### src/rtl/alu_seq.sv
// alu_seq: registered, handshaked ALU with a 16-op select encoding.
//
// Accepts one operation at a time on a valid/ready handshake, registers the
// result together with status flags, and holds it until the consumer takes it.
// Ops 0-14 complete in one cycle. Op 15 (MUL) is an iterative shift-add
// multiply that takes WIDTH busy cycles when the ALU_MUL_EN macro is defined.
// With ALU_MUL_EN undefined, op 15 is a single-cycle op that returns zero and
// raises err.
//
// Parameters:
//   WIDTH      operand/result width in bits (min 4)
//
// Ports:
//   clk        clock, rising edge
//   rst_n      asynchronous, active-low reset
//   a, b       operands (sampled only on the accept edge)
//   sel        operation select (sampled only on the accept edge)
//   in_valid   operands/sel valid
//   in_ready   block is idle and can accept an operation
//   z          registered result
//   flags      {cout, ovf, neg, zero}, registered with z
//   err        unsupported op was executed
//   out_valid  z/flags/err valid
//   out_ready  consumer takes the result
//
// Configuration macro: ALU_MUL_EN (enables the iterative multiplier).

module alu_seq #(
  parameter int WIDTH = 8
) (
  input  logic             clk,
  input  logic             rst_n,
  input  logic [WIDTH-1:0] a,
  input  logic [WIDTH-1:0] b,
  input  logic [3:0]       sel,
  input  logic             in_valid,
  output logic             in_ready,
  output logic [WIDTH-1:0] z,
  output logic [3:0]       flags,
  output logic             err,
  output logic             out_valid,
  input  logic             out_ready
);

  localparam logic [3:0] OP_ADD  = 4'd0;
  localparam logic [3:0] OP_SUB  = 4'd1;
  localparam logic [3:0] OP_AND  = 4'd2;
  localparam logic [3:0] OP_OR   = 4'd3;
  localparam logic [3:0] OP_XOR  = 4'd4;
  localparam logic [3:0] OP_NOT  = 4'd5;
  localparam logic [3:0] OP_NAND = 4'd6;
  localparam logic [3:0] OP_NOR  = 4'd7;
  localparam logic [3:0] OP_XNOR = 4'd8;
  localparam logic [3:0] OP_SHL  = 4'd9;
  localparam logic [3:0] OP_SHR  = 4'd10;
  localparam logic [3:0] OP_ASR  = 4'd11;
  localparam logic [3:0] OP_ROL  = 4'd12;
  localparam logic [3:0] OP_ROR  = 4'd13;
  localparam logic [3:0] OP_INC  = 4'd14;
  localparam logic [3:0] OP_MUL  = 4'd15;

  typedef enum logic [1:0] {IDLE, BUSY, DONE} state_t;

  state_t           state, next_state;
  logic             accept;
  logic             is_mul;
  logic [WIDTH-1:0] res;
  logic             res_cout, res_ovf;
  logic [WIDTH:0]   ext;
  logic [3:0]       alu_flags;

  assign in_ready  = (state == IDLE);
  assign out_valid = (state == DONE);
  assign accept    = in_valid & in_ready;

  // Single-cycle datapath, evaluated straight from the inputs so the result
  // can be registered on the accept edge itself. Op 15 falls to the default
  // arm, which yields z=0 and flags=zero-only.
  always_comb begin
    ext      = '0;
    res      = '0;
    res_cout = 1'b0;
    res_ovf  = 1'b0;
    case (sel)
      OP_ADD: begin
        ext      = {1'b0, a} + {1'b0, b};
        res      = ext[WIDTH-1:0];
        res_cout = ext[WIDTH];
        res_ovf  = (a[WIDTH-1] == b[WIDTH-1]) && (res[WIDTH-1] != a[WIDTH-1]);
      end
      OP_SUB: begin
        // The extra top bit of the widened difference is the borrow.
        ext      = {1'b0, a} - {1'b0, b};
        res      = ext[WIDTH-1:0];
        res_cout = ext[WIDTH];
        res_ovf  = (a[WIDTH-1] != b[WIDTH-1]) && (res[WIDTH-1] != a[WIDTH-1]);
      end
      OP_AND:  res = a & b;
      OP_OR:   res = a | b;
      OP_XOR:  res = a ^ b;
      OP_NOT:  res = ~a;
      OP_NAND: res = ~(a & b);
      OP_NOR:  res = ~(a | b);
      OP_XNOR: res = ~(a ^ b);
      OP_SHL: begin
        res      = {a[WIDTH-2:0], 1'b0};
        res_cout = a[WIDTH-1];
      end
      OP_SHR: begin
        res      = {1'b0, a[WIDTH-1:1]};
        res_cout = a[0];
      end
      OP_ASR: begin
        res      = {a[WIDTH-1], a[WIDTH-1:1]};
        res_cout = a[0];
      end
      OP_ROL: begin
        res      = {a[WIDTH-2:0], a[WIDTH-1]};
        res_cout = a[WIDTH-1];
      end
      OP_ROR: begin
        res      = {a[0], a[WIDTH-1:1]};
        res_cout = a[0];
      end
      OP_INC: begin
        ext      = {1'b0, a} + {{WIDTH{1'b0}}, 1'b1};
        res      = ext[WIDTH-1:0];
        res_cout = ext[WIDTH];
        res_ovf  = ~a[WIDTH-1] & res[WIDTH-1];
      end
      default: res = '0;
    endcase
  end

  assign alu_flags = {res_cout, res_ovf, res[WIDTH-1], (res == '0)};

`ifdef ALU_MUL_EN
  localparam int CNT_W = $clog2(WIDTH) + 1;

  logic [CNT_W-1:0]   cnt;
  logic [2*WIDTH-1:0] acc, acc_next, mcand;
  logic [WIDTH-1:0]   mplier;
  logic               last_bit;

  assign is_mul   = (sel == OP_MUL);
  assign last_bit = (cnt == CNT_W'(WIDTH - 1));

  // One shift-add step: add the shifted multiplicand when the current
  // multiplier LSB is set.
  always_comb begin
    acc_next = acc;
    if (mplier[0]) acc_next = acc + mcand;
  end

  // Multiplier state: loaded on accept, advanced once per BUSY edge.
  always_ff @(posedge clk or negedge rst_n) begin
    if (!rst_n) begin
      cnt    <= '0;
      acc    <= '0;
      mcand  <= '0;
      mplier <= '0;
    end else if (accept && is_mul) begin
      cnt    <= '0;
      acc    <= '0;
      mcand  <= {{WIDTH{1'b0}}, a};
      mplier <= b;
    end else if (state == BUSY) begin
      cnt    <= cnt + CNT_W'(1);
      acc    <= acc_next;
      mcand  <= mcand << 1;
      mplier <= mplier >> 1;
    end
  end
`else
  assign is_mul = 1'b0;
`endif

  // State register.
  always_ff @(posedge clk or negedge rst_n) begin
    if (!rst_n) state <= IDLE;
    else        state <= next_state;
  end

  // Next-state logic. DONE only releases on a consumer handshake, and IDLE is
  // only re-entered from DONE, so there is no same-cycle bypass.
  always_comb begin
    next_state = state;
    case (state)
      IDLE: if (in_valid) next_state = is_mul ? BUSY : DONE;
`ifdef ALU_MUL_EN
      BUSY: if (last_bit) next_state = DONE;
`else
      BUSY: next_state = IDLE;
`endif
      DONE: if (out_ready) next_state = IDLE;
      default: next_state = IDLE;
    endcase
  end

  // Result registers: written on accept for single-cycle ops, or on the final
  // multiply step, and otherwise held so DONE presents a stable result.
  always_ff @(posedge clk or negedge rst_n) begin
    if (!rst_n) begin
      z     <= '0;
      flags <= '0;
      err   <= 1'b0;
    end else if (accept) begin
`ifdef ALU_MUL_EN
      err <= 1'b0;
      if (!is_mul) begin
        z     <= res;
        flags <= alu_flags;
      end
`else
      // Without the multiplier, op 15 takes the datapath default (z=0,
      // zero flag only) and is reported as unsupported.
      err   <= (sel == OP_MUL);
      z     <= res;
      flags <= alu_flags;
`endif
    end
`ifdef ALU_MUL_EN
    else if ((state == BUSY) && last_bit) begin
      z     <= acc_next[WIDTH-1:0];
      flags <= {1'b0, |acc_next[2*WIDTH-1:WIDTH], acc_next[WIDTH-1],
                (acc_next[WIDTH-1:0] == '0)};
    end
`endif
  end

endmodule
### config.mk
export PLATFORM = sky130hd
export DESIGN_NAME = alu_seq
export DESIGN_NICKNAME = d
export VERILOG_FILES = /design/src/rtl/alu_seq.sv
export SDC_FILE = /design/constraint.sdc
export NUM_CORES = 1
export LEC_CHECK = 0
export ABC_AREA = 1
export CORE_MARGIN = 4
export CORE_UTILIZATION = 50
export CTS_CLUSTER_DIAMETER = 200
export DETAILED_ROUTE_END_ITERATION = 12
export GPL_TIMING_DRIVEN = 0
export PLACE_DENSITY_LB_ADDON = 0.05
export SLEW_MARGIN = 20
export SYNTH_ARGS = -nofsm -noshare
export SYNTH_HDL_FRONTEND = slang
export SYNTH_SLANG_ARGS = --single-unit
export TNS_END_PERCENT = 50
### constraint.sdc
create_clock -name clk -period 1.2 [get_ports clk]
set_input_delay 0.12 -clock clk [delete_from_list [all_inputs] [get_ports clk]]
set_output_delay 0.12 -clock clk [all_outputs]
set_load 0.005 [all_outputs]
==> results.yml, run 1 <==
status:
  status: "finished with violations"
  violations: "setup timing"
hold_path:
  hold_path_class: "input pin to asynchronous set/reset pin"
setup_path:
  worstPathArrival_ns: 1.82
  crit_required_ns: 1.38
  crit_path_max_fanout: 3
  critPathLaunchType: "input pin"
  path_class: "input pin to flip-flop"
  regToRegSetupSlack_ns: -0.01
  end_kind: "flip-flop"
die:
  num_io_pins: 39
  initial_core_util: 0.522
  rows: 25
  die-area_mm2: 0.00615
  die_y_um: 78.4
  core-area_mm2: 0.00475
  die_x_um: 78.4
synthesis:
  ys_warn_count: 0
  synth_edf_count: 0
  synthArstFlopShare: 1.00
  avgSynthCellArea_um2: 5.55
  synth_cell_type_count: 31
  postSynthCellCount: 447
  ys_seq_elements: 13
  syn_nets: 499
  ys.flop_type: "dfrtp_1"
  synth_area_mm2: 0.00248
  synth-seq-area-share: 0.131
final_layout:
  layout_common_cells: "nand2_1, nand3_1, buf_4, inv_1, nor2_1"
  area_growth_pct: 55.8
  design_area_mm2: 0.00387
  n_antenna_cell: 0
  drive_above_1_share: 0.358
  nets: 587
  final_core_util: 0.813
  mostFrequentLayoutCell: "nand2_1"
clock_network:
  cts_hold_buffers: 0
  cts_buffer_depth: 2
  h-tree-depth: 1
  clockRootBuffer: "clkbuf_8"
  clock_latency_ns: 0.24
  cts.sinks: 13
  path_clk_slew_ns: 0.05
  cts_tree: "done"
  cts_made_buffers: 3
sta:
  slew_headroom: 0.628
  skew_ns: 0.00353
  post-route-period-util: 1.37
  worst_slew_pin_slew_ns: 0.556
  setup_ws_ns: -0.441
  min_period_ns: 1.64
  max_freq_mhz: 610
  maxSlewViolCount: 0
  hold_viol: 0
  rsz0062_at_grt: "true"
  finalSetupViolCount: 11
  finalSetupTns_ns: -2.46
power_and_ir_drop:
  p_comb_frac: 0.631
  p_leak_uw: 0.00197
  p_sw_frac: 0.420
  ir_worst_vdd_v: 0.000429
  power_density_mw_per_mm2: 664
  power_frac_clock: 0.150
  p_total_uw: 2570
  p_switching_uw: 1080
  internal_power_uw: 1490
  power.share.sequential: 0.219
routing:
  vias: 3443
  drtIter0Drc: 418
  routed_wl_um: 9820
  drcViolationCount: 0
  viasPerCell: 5.73
  wl_per_cell_um: 16.3
  postRouteAntennaNets: 0
  firstDrtPassIters: 6
grt:
  overflow: 0
  first_global_vias: 3100
  grt_pass1_wl_um: 14700
  grt_antenna_before_repair: 0
  grt_max_degree: 14
  grt_util_all_layers: 0.296
placement:
  hpwl_um: 6390
  gp_congestion: 0.971
  io_buffers: 37
  place_ws_ns: -1.68
  placed_area_mm2: 0.00306
job:
  cap_violations: 0
==> layer usage <==
metal  vias up  track usage  part of all wire
met5         -            0                 0
met4         0        0.115             0.035
met3        43       0.0367              0.11
met2       243        0.508              0.48
met1      1546        0.375              0.38
li1       1611            -                 -
==> cells in the mapped netlist, types with 2 or more instances <==
library cell,n,share of area
nand2_1,160,0.24
ha_1,26,0.13
nor2_1,40,0.061
nand4_1,15,0.038
nand2_2,3,0.0076
nor2_2,9,0.023
inv_1,63,0.095
dfrtp_1,13,0.13
nand3_1,54,0.11
nand3b_1,3,0.0091
o22ai_1,4,0.010
o21ai_0,19,0.038
or2_2,2,0.0050
nor3_1,3,0.0060
fa_1,2,0.016
inv_2,2,0.0030
buf_4,3,0.0091
buf_2,4,0.0081
o21bai_1,2,0.0060
a21oi_1,9,0.018
==> logic make-up (layout without fill, tap and decap cells) <==
family / count (synthesis) / after routing / synth area share
buffers and inverters: 75 / 162 / 0.124
adder cells (fa/ha/maj): 28 / 28 / 0.147
XOR/XNOR: 1 / 1 / 0.00353
flip-flops: 13 / 13 / 0.131
AO/OA/AOI/OAI: 40 / 40 / 0.0903
AND/OR/NAND/NOR: 290 / 290 / 0.504
==> cell type report <==
| class | count | area (um^2) |
|---|---|---|
| clock buffer | 4 | 45.0 |
| timing repair buffer | 86 | 773 |
| buffer | 6 | 77.6 |
| tap | 67 | 83.8 |
| inverter | 66 | 312 |
| sequential | 13 | 325 |
| multi-input combinational | 359 | 2250 |
| fill | 352 | 888 |
==> power by group through the flow <==
stage,clock network [uW],logic [uW],registers [uW]
after floorplan,0,684,585
after global placement,0,1190,571
after detailed placement,0,1200,573
after CTS,386,1440,564
after global routing,416,1740,580
final,385,1620,563
==> flip-flops by register name, summed over array words and instances, names as in the netlist <==
| name | cells |
|---|---|
| err | 1 |
| flags | 4 |
| state | 1 |
| z | 7 |
==> final timing paths <==
check / start / endpoint / depth (start not counted)
hold reg to reg: flags[2]$_DFFE_PN0P_ / flags[2]$_DFFE_PN0P_ / 2
min in group clk: sel[1] / err$_DFFE_PN0P_ / 3
max in group asynchronous: rst_n / flags[3]$_DFFE_PN0P_ / 1
setup / recovery: a[0] / flags[0]$_DFFE_PN0P_ / 15
hold / removal: rst_n / z[1]$_DFFE_PN0P_ / 1
setup reg to reg: state[1]$_DFFE_PN0P_ / flags[0]$_DFFE_PN0P_ / 7
==> metrics by stage <==
step                      hold slack (ns)  cells
after floorplan                    -0.176    447
after global placement              0.456    551
after detailed placement            0.465    551
after CTS                           0.248    588
after global routing                0.266    601
final                               0.236    601
==> critical path, cell delays in order <==
cell and delay [ns]:
buf_12 0.10, ha_4 0.15, inv_4 0.03, fa_2 0.38
inv_2 0.08, nand3_2 0.08, nand2_2 0.08, nand2_1 0.07
nand3_1 0.07, nand4_1 0.13, nor2_2 0.17, nand2_1 0.09
nor2_2 0.14, nand3_1 0.08, nand2_1 0.06
==> what timing repair did <==
item,4_1_cts,5_1_grt
gates resized for setup,189,57
endpoints found under the hold margin,0,0
endpoints found under the setup margin,22,16
setup buffers,33,14
pin swaps,53,40
cloned,2,0
Power figures use the tool's default switching activity.
==> inputs of run 2 (changes only) <==
Settings changed: CAP_MARGIN set to 20, REMOVE_ABC_BUFFERS set to 1.
==> run 2 against run 1 <==
Effect of this change: highest routed layer unchanged; hold slack got worse by 0.0040 ns; register-to-register slack worse by 0.12 ns; first-iteration DRC count decreased by 22%; largest power group unchanged; critical path type unchanged; the flow still finishes with violations (setup timing).
==> results.yml, run 2 (synthesized netlist as in run 1, its figures left out) <==
clock_network:
  cts_buffer_depth: 2
  path_clk_slew_ns: 0.05
  clockRootBuffer: "clkbuf_8"
  cts_made_buffers: 3
  cts_hold_buffers: 0
  h-tree-depth: 1
  cts_tree: "done"
  cts.sinks: 13
  clock_latency_ns: 0.25
sta:
  skew_ns: 0.00325
  worst_slew_pin_slew_ns: 0.550
  setup_ws_ns: -0.398
  max_freq_mhz: 626
  rsz0062_at_grt: "true"
  maxSlewViolCount: 0
  post-route-period-util: 1.33
  slew_headroom: 0.632
  min_period_ns: 1.60
  hold_viol: 0
  finalSetupViolCount: 11
placement:
  io_buffers: 38
  gp_congestion: 0.956
  place_ws_ns: -1.60
  hpwl_um: 6200
power_and_ir_drop:
  power.share.sequential: 0.227
  p_total_uw: 2490
  power_frac_clock: 0.157
  p_comb_frac: 0.616
  p_leak_uw: 0.00190
  power_density_mw_per_mm2: 662
  internal_power_uw: 1430
  p_sw_frac: 0.425
  p_switching_uw: 1060
  ir_worst_vdd_v: 0.000367
grt:
  grt_pass1_wl_um: 15700
  overflow: 0
  grt_util_all_layers: 0.320
  grt_antenna_before_repair: 0
  first_global_vias: 3238
  grt_max_degree: 18
die:
  die_y_um: 78.4
  num_io_pins: 39
  rows: 25
  die_x_um: 78.4
  initial_core_util: 0.522
  die-area_mm2: 0.00615
  core-area_mm2: 0.00475
routing:
  firstDrtPassIters: 7
  vias: 3389
  drcViolationCount: 0
  postRouteAntennaNets: 0
  wl_per_cell_um: 16.1
  drtIter0Drc: 325
  viasPerCell: 5.72
  routed_wl_um: 9550
setup_path:
  critPathLaunchType: "input pin"
  critPathSlowestCell: "clkdlybuf4s15_2"
  regToRegSetupSlack_ns: -0.13
  r2r-end: "flags[0]$_DFFE_PN0P_"
  cp_cell_sequence: "clkdlybuf4s15_2 -> inv_1 -> ha_4 -> buf_4 -> a21oi_1 -> o311ai_2 -> nand2_1 -> nand4_1 -> nand2_1 -> nand2_1"
  slowest_delay_ns: 0.27
  rr_worst_depth: 7
  end_kind: "flip-flop"
  crit_path_max_fanout: 9
  path_class: "input pin to flip-flop"
  crit_required_ns: 1.34
  crit_path_frequent_cell: "nand2_1"
  r2r_start: "state[1]$_DFFE_PN0P_"
  worstPathArrival_ns: 1.74
final_layout:
  nets: 578
  largest_reg_flops: 7
  n_antenna_cell: 0
  reg.largest.list: "z (7), flags (4)"
  area_growth_pct: 51.6
  top_register: "z"
  layout_common_cells: "nand2_1, nand3_1, buf_4, inv_1, nand2_2"
  mostFrequentLayoutCell: "nand2_1"
  drive_above_1_share: 0.339
status:
  violations: "setup timing"
  status: "finished with violations"
job:
  cap_violations: 0
hold_path:
  hold_path_class: "input pin to asynchronous set/reset pin"
[run 2: timing repair]
action	CTS	global route
cloned	0	0
setup endpoints to repair	23	14
gates resized for setup	237	32
setup buffers	44	1
pin swaps	44	28
[run 2: final cells by class]
type                       count  area (um^2)
clock buffer                   4         45.0
fill                         382          993
sequential                    13          325
timing repair buffer          83          749
multi-input combinational    359         2270
inverter                      66          288
tap                           67         83.8
[run 2: critical path, delay by kind of cell]
| kind | cells | cell delay [ns] |
|---|---|---|
| AO/OA/AOI/OAI | 2 | 0.38 |
| adder cells (fa/ha/maj) | 1 | 0.26 |
| buffers and inverters | 3 | 0.67 |
| AND/OR/NAND/NOR | 4 | 0.31 |
[run 2: through the flow]
| step | std cells | cell area (um^2) | utilization | TNS, ns | hold slack (ns) |
|---|---|---|---|---|---|
| floorplan | 438 | 2420 | - | -2.99 | -0.176 |
| global placement | 543 | 2890 | 0.607 | -14.49 | 0.461 |
| detailed placement | 543 | 2890 | 0.607 | -14.70 | 0.465 |
| CTS | 591 | 3690 | 0.777 | -2.14 | 0.257 |
| global route | 592 | 3760 | 0.791 | -3.35 | 0.276 |
| finish | 592 | 3760 | 0.791 | -2.18 | 0.232 |
[run 2: layer usage]
metal,up-vias,global-route usage,routed length [um]
met3,54,0.0573,934
met2,221,0.534,4340
met1,1516,0.391,3760
li1,1598,-,-
met4,0,0.166,518
met5,-,0,0
[run 2: power by group through the flow]
stage / logic [uW] / clock network [uW] / registers, uW
floorplan: 598 / 0 / 586
finish: 1530 / 390 / 565
detailed placement: 1110 / 0 / 576
global placement: 1100 / 0 / 573
global route: 1670 / 414 / 580
CTS: 1440 / 387 / 566
[run 2: how the worst max path moves through the flow]
stage,startpoint,to,depth (start not counted)
floorplan,a[4],flags[0]$_DFFE_PN0P_,12
global placement,a[0],flags[0]$_DFFE_PN0P_,15
detailed placement,a[4],flags[0]$_DFFE_PN0P_,14
CTS,a[0],flags[0]$_DFFE_PN0P_,15
global route,a[0],flags[0]$_DFFE_PN0P_,15
finish,a[7],flags[3]$_DFFE_PN0P_,10
==> inputs of run 3 (changes only) <==
Clock period 1.2 ns to 1.7 ns, I/O delays scaled along.
==> run 3 against run 2 <==
Effect of this change: the flow now finishes without violations; hold slack better by 0.051 ns; sequential power decreased by 29%; cell count is 2.9% lower; core utilization decreased by 6.2 points; clock-buffer cell count stayed put; flip-flop and latch count is the same; global-route usage down 2.8 points; power is 32% lower; non-clock buffer count down 17; design area decreased by 7.9%; clock power fell by 30%; die area stayed put.
==> results.yml, run 3 (synthesized netlist as in run 1, its figures left out) <==
final_layout:
  area_growth_pct: 39.6
  n_antenna_cell: 0
  reg.largest.list: "z (7), flags (4)"
  drive_above_1_share: 0.252
  fill_cells: 440
  layout_common_cells: "nand2_1, nand3_1, inv_1, nor2_1, buf_4"
  mostFrequentLayoutCell: "nand2_1"
  largest_reg_flops: 7
  top_register: "z"
  final_core_util: 0.729
  design_area_mm2: 0.00346
  nets: 561
  finalNonFillerCells: 575
clock_network:
  clockRootBuffer: "clkbuf_8"
  clock_latency_ns: 0.24
  path_clk_slew_ns: 0.05
  h-tree-depth: 1
  cts_hold_buffers: 0
  cts_made_buffers: 3
  cts_tree: "done"
  cts_buffer_depth: 2
  cts.sinks: 13
die:
  die-area_mm2: 0.00615
  initial_core_util: 0.522
  core-area_mm2: 0.00475
  num_io_pins: 39
  rows: 25
  die_y_um: 78.4
  die_x_um: 78.4
grt:
  grt_util_all_layers: 0.292
  grt_antenna_before_repair: 0
  first_global_vias: 2996
  grt_max_degree: 18
  overflow: 0
  grt_pass1_wl_um: 14400
placement:
  placed_area_mm2: 0.00289
  io_buffers: 38
  placed_cells_incl_taps: 543
  gp_congestion: 0.956
  hpwl_um: 6200
routing:
  wl_per_cell_um: 15.9
  drcViolationCount: 0
  firstDrtPassIters: 5
  viasPerCell: 5.65
  postRouteAntennaNets: 0
  drtIter0Drc: 354
  vias: 3251
  routed_wl_um: 9130
power_and_ir_drop:
  p_total_uw: 1700
  ir_worst_vdd_v: 0.000260
  p_leak_uw: 0.00171
  power_density_mw_per_mm2: 489
sta:
  slew_headroom: 0.634
  hold_viol: 0
  min_period_ns: 1.69
  post-route-period-util: 0.993
  whs_ns: 0.283
  finalSetupViolCount: 0
  rsz0062_at_grt: "true"
  skew_ns: 0.00101
  worst_slew_pin_slew_ns: 0.547
  max_freq_mhz: 592
  maxSlewViolCount: 0
setup_path:
  critPathLaunch: "b[0]"
  end_kind: "flip-flop"
  worstPathArrival_ns: 1.87
  crit_path_max_fanout: 3
  regToRegSetupSlack_ns: 0.21
  crit_required_ns: 1.88
  critPathLaunchType: "input pin"
  r2r_start: "state[1]$_DFFE_PN0P_"
  path_class: "input pin to flip-flop"
hold_path:
  hold_path_class: "input pin to asynchronous set/reset pin"
job:
  cap_violations: 0
status:
  status: "complete, no violations"
-- run 3: cell types whose count changed in the layout (fill, tap and decap cells not counted), moves of 5 or more --
cell	change
buf_4	-17
clkbuf_2	+5
clkdlybuf4s50_1	+16
dlygate4sd2_1	-8
inv_1	+8
nand2_1	+12
nand2_2	-9
-- run 3: worst paths after layout --
| kind | end | cells after the start |
|---|---|---|
| min reg2reg | flags[0]$_DFFE_PN0P_ | 2 |
| max in group asynchronous | flags[0]$_DFFE_PN0P_ | 1 |
| min in group clk | flags[3]$_DFFE_PN0P_ | 5 |
| min | z[1]$_DFFE_PN0P_ | 1 |
| max | flags[0]$_DFFE_PN0P_ | 15 |
| max reg2reg | flags[0]$_DFFE_PN0P_ | 7 |
-- run 3: area by class of cell --
type	instances	area [um^2]	area share
multi-input combinational	359	2160	0.623
timing repair buffer	66	586	0.169
sequential	13	325	0.0939
inverter	66	265	0.0766
tap	67	83.8	0.0242
clock buffer	4	45.0	0.0130
-- run 3: worst max-delay path: stages --
cell and delay [ns]:
buf_6 0.09, ha_4 0.13, inv_1 0.06, fa_2 0.37
buf_4 0.15, xnor2_1 0.11, nand2_1 0.05, nand2_1 0.05
nor2_1 0.09, nand2_1 0.09, nor3_2 0.16, nand2_1 0.10
nor2_2 0.11, nand3_1 0.06, nand2_1 0.06
-- run 3: layer usage --
layer | global-route usage | share of wire | up-vias
li1 | - | - | 1559
met1 | 0.375 | 0.41 | 1459
met2 | 0.502 | 0.47 | 202
met3 | 0.0252 | 0.083 | 31
met4 | 0.119 | 0.037 | 0
met5 | 0 | 0 | -
-- run 3: repair_timing --
item                                    CTS  global route
buffers inserted                         18             9
endpoints found under the setup margin   11             7
pin swaps                                26            22
gates cloned                              0             1
resized for setup                       134            38
-- run 3: metrics by stage --
stage               setup WS (ns)  TNS [ns]
finish                     0.0116         0
CTS                      0.000731         0
global placement            -1.13     -9.40
detailed placement          -1.15     -9.61
floorplan                -0.00786  -0.00786
global route               -0.165    -0.329
-- run 3: where the power goes --
part / switching (uW) / total, uW / internal (uW) / leakage, uW
Combinational: 562 / 1020 / 458 / 0.00153
Sequential: 30.5 / 401 / 370 / 0.000165
Clock: 109 / 274 / 166 / 0.0000228
Total: 701 / 1700 / 994 / 0.00171
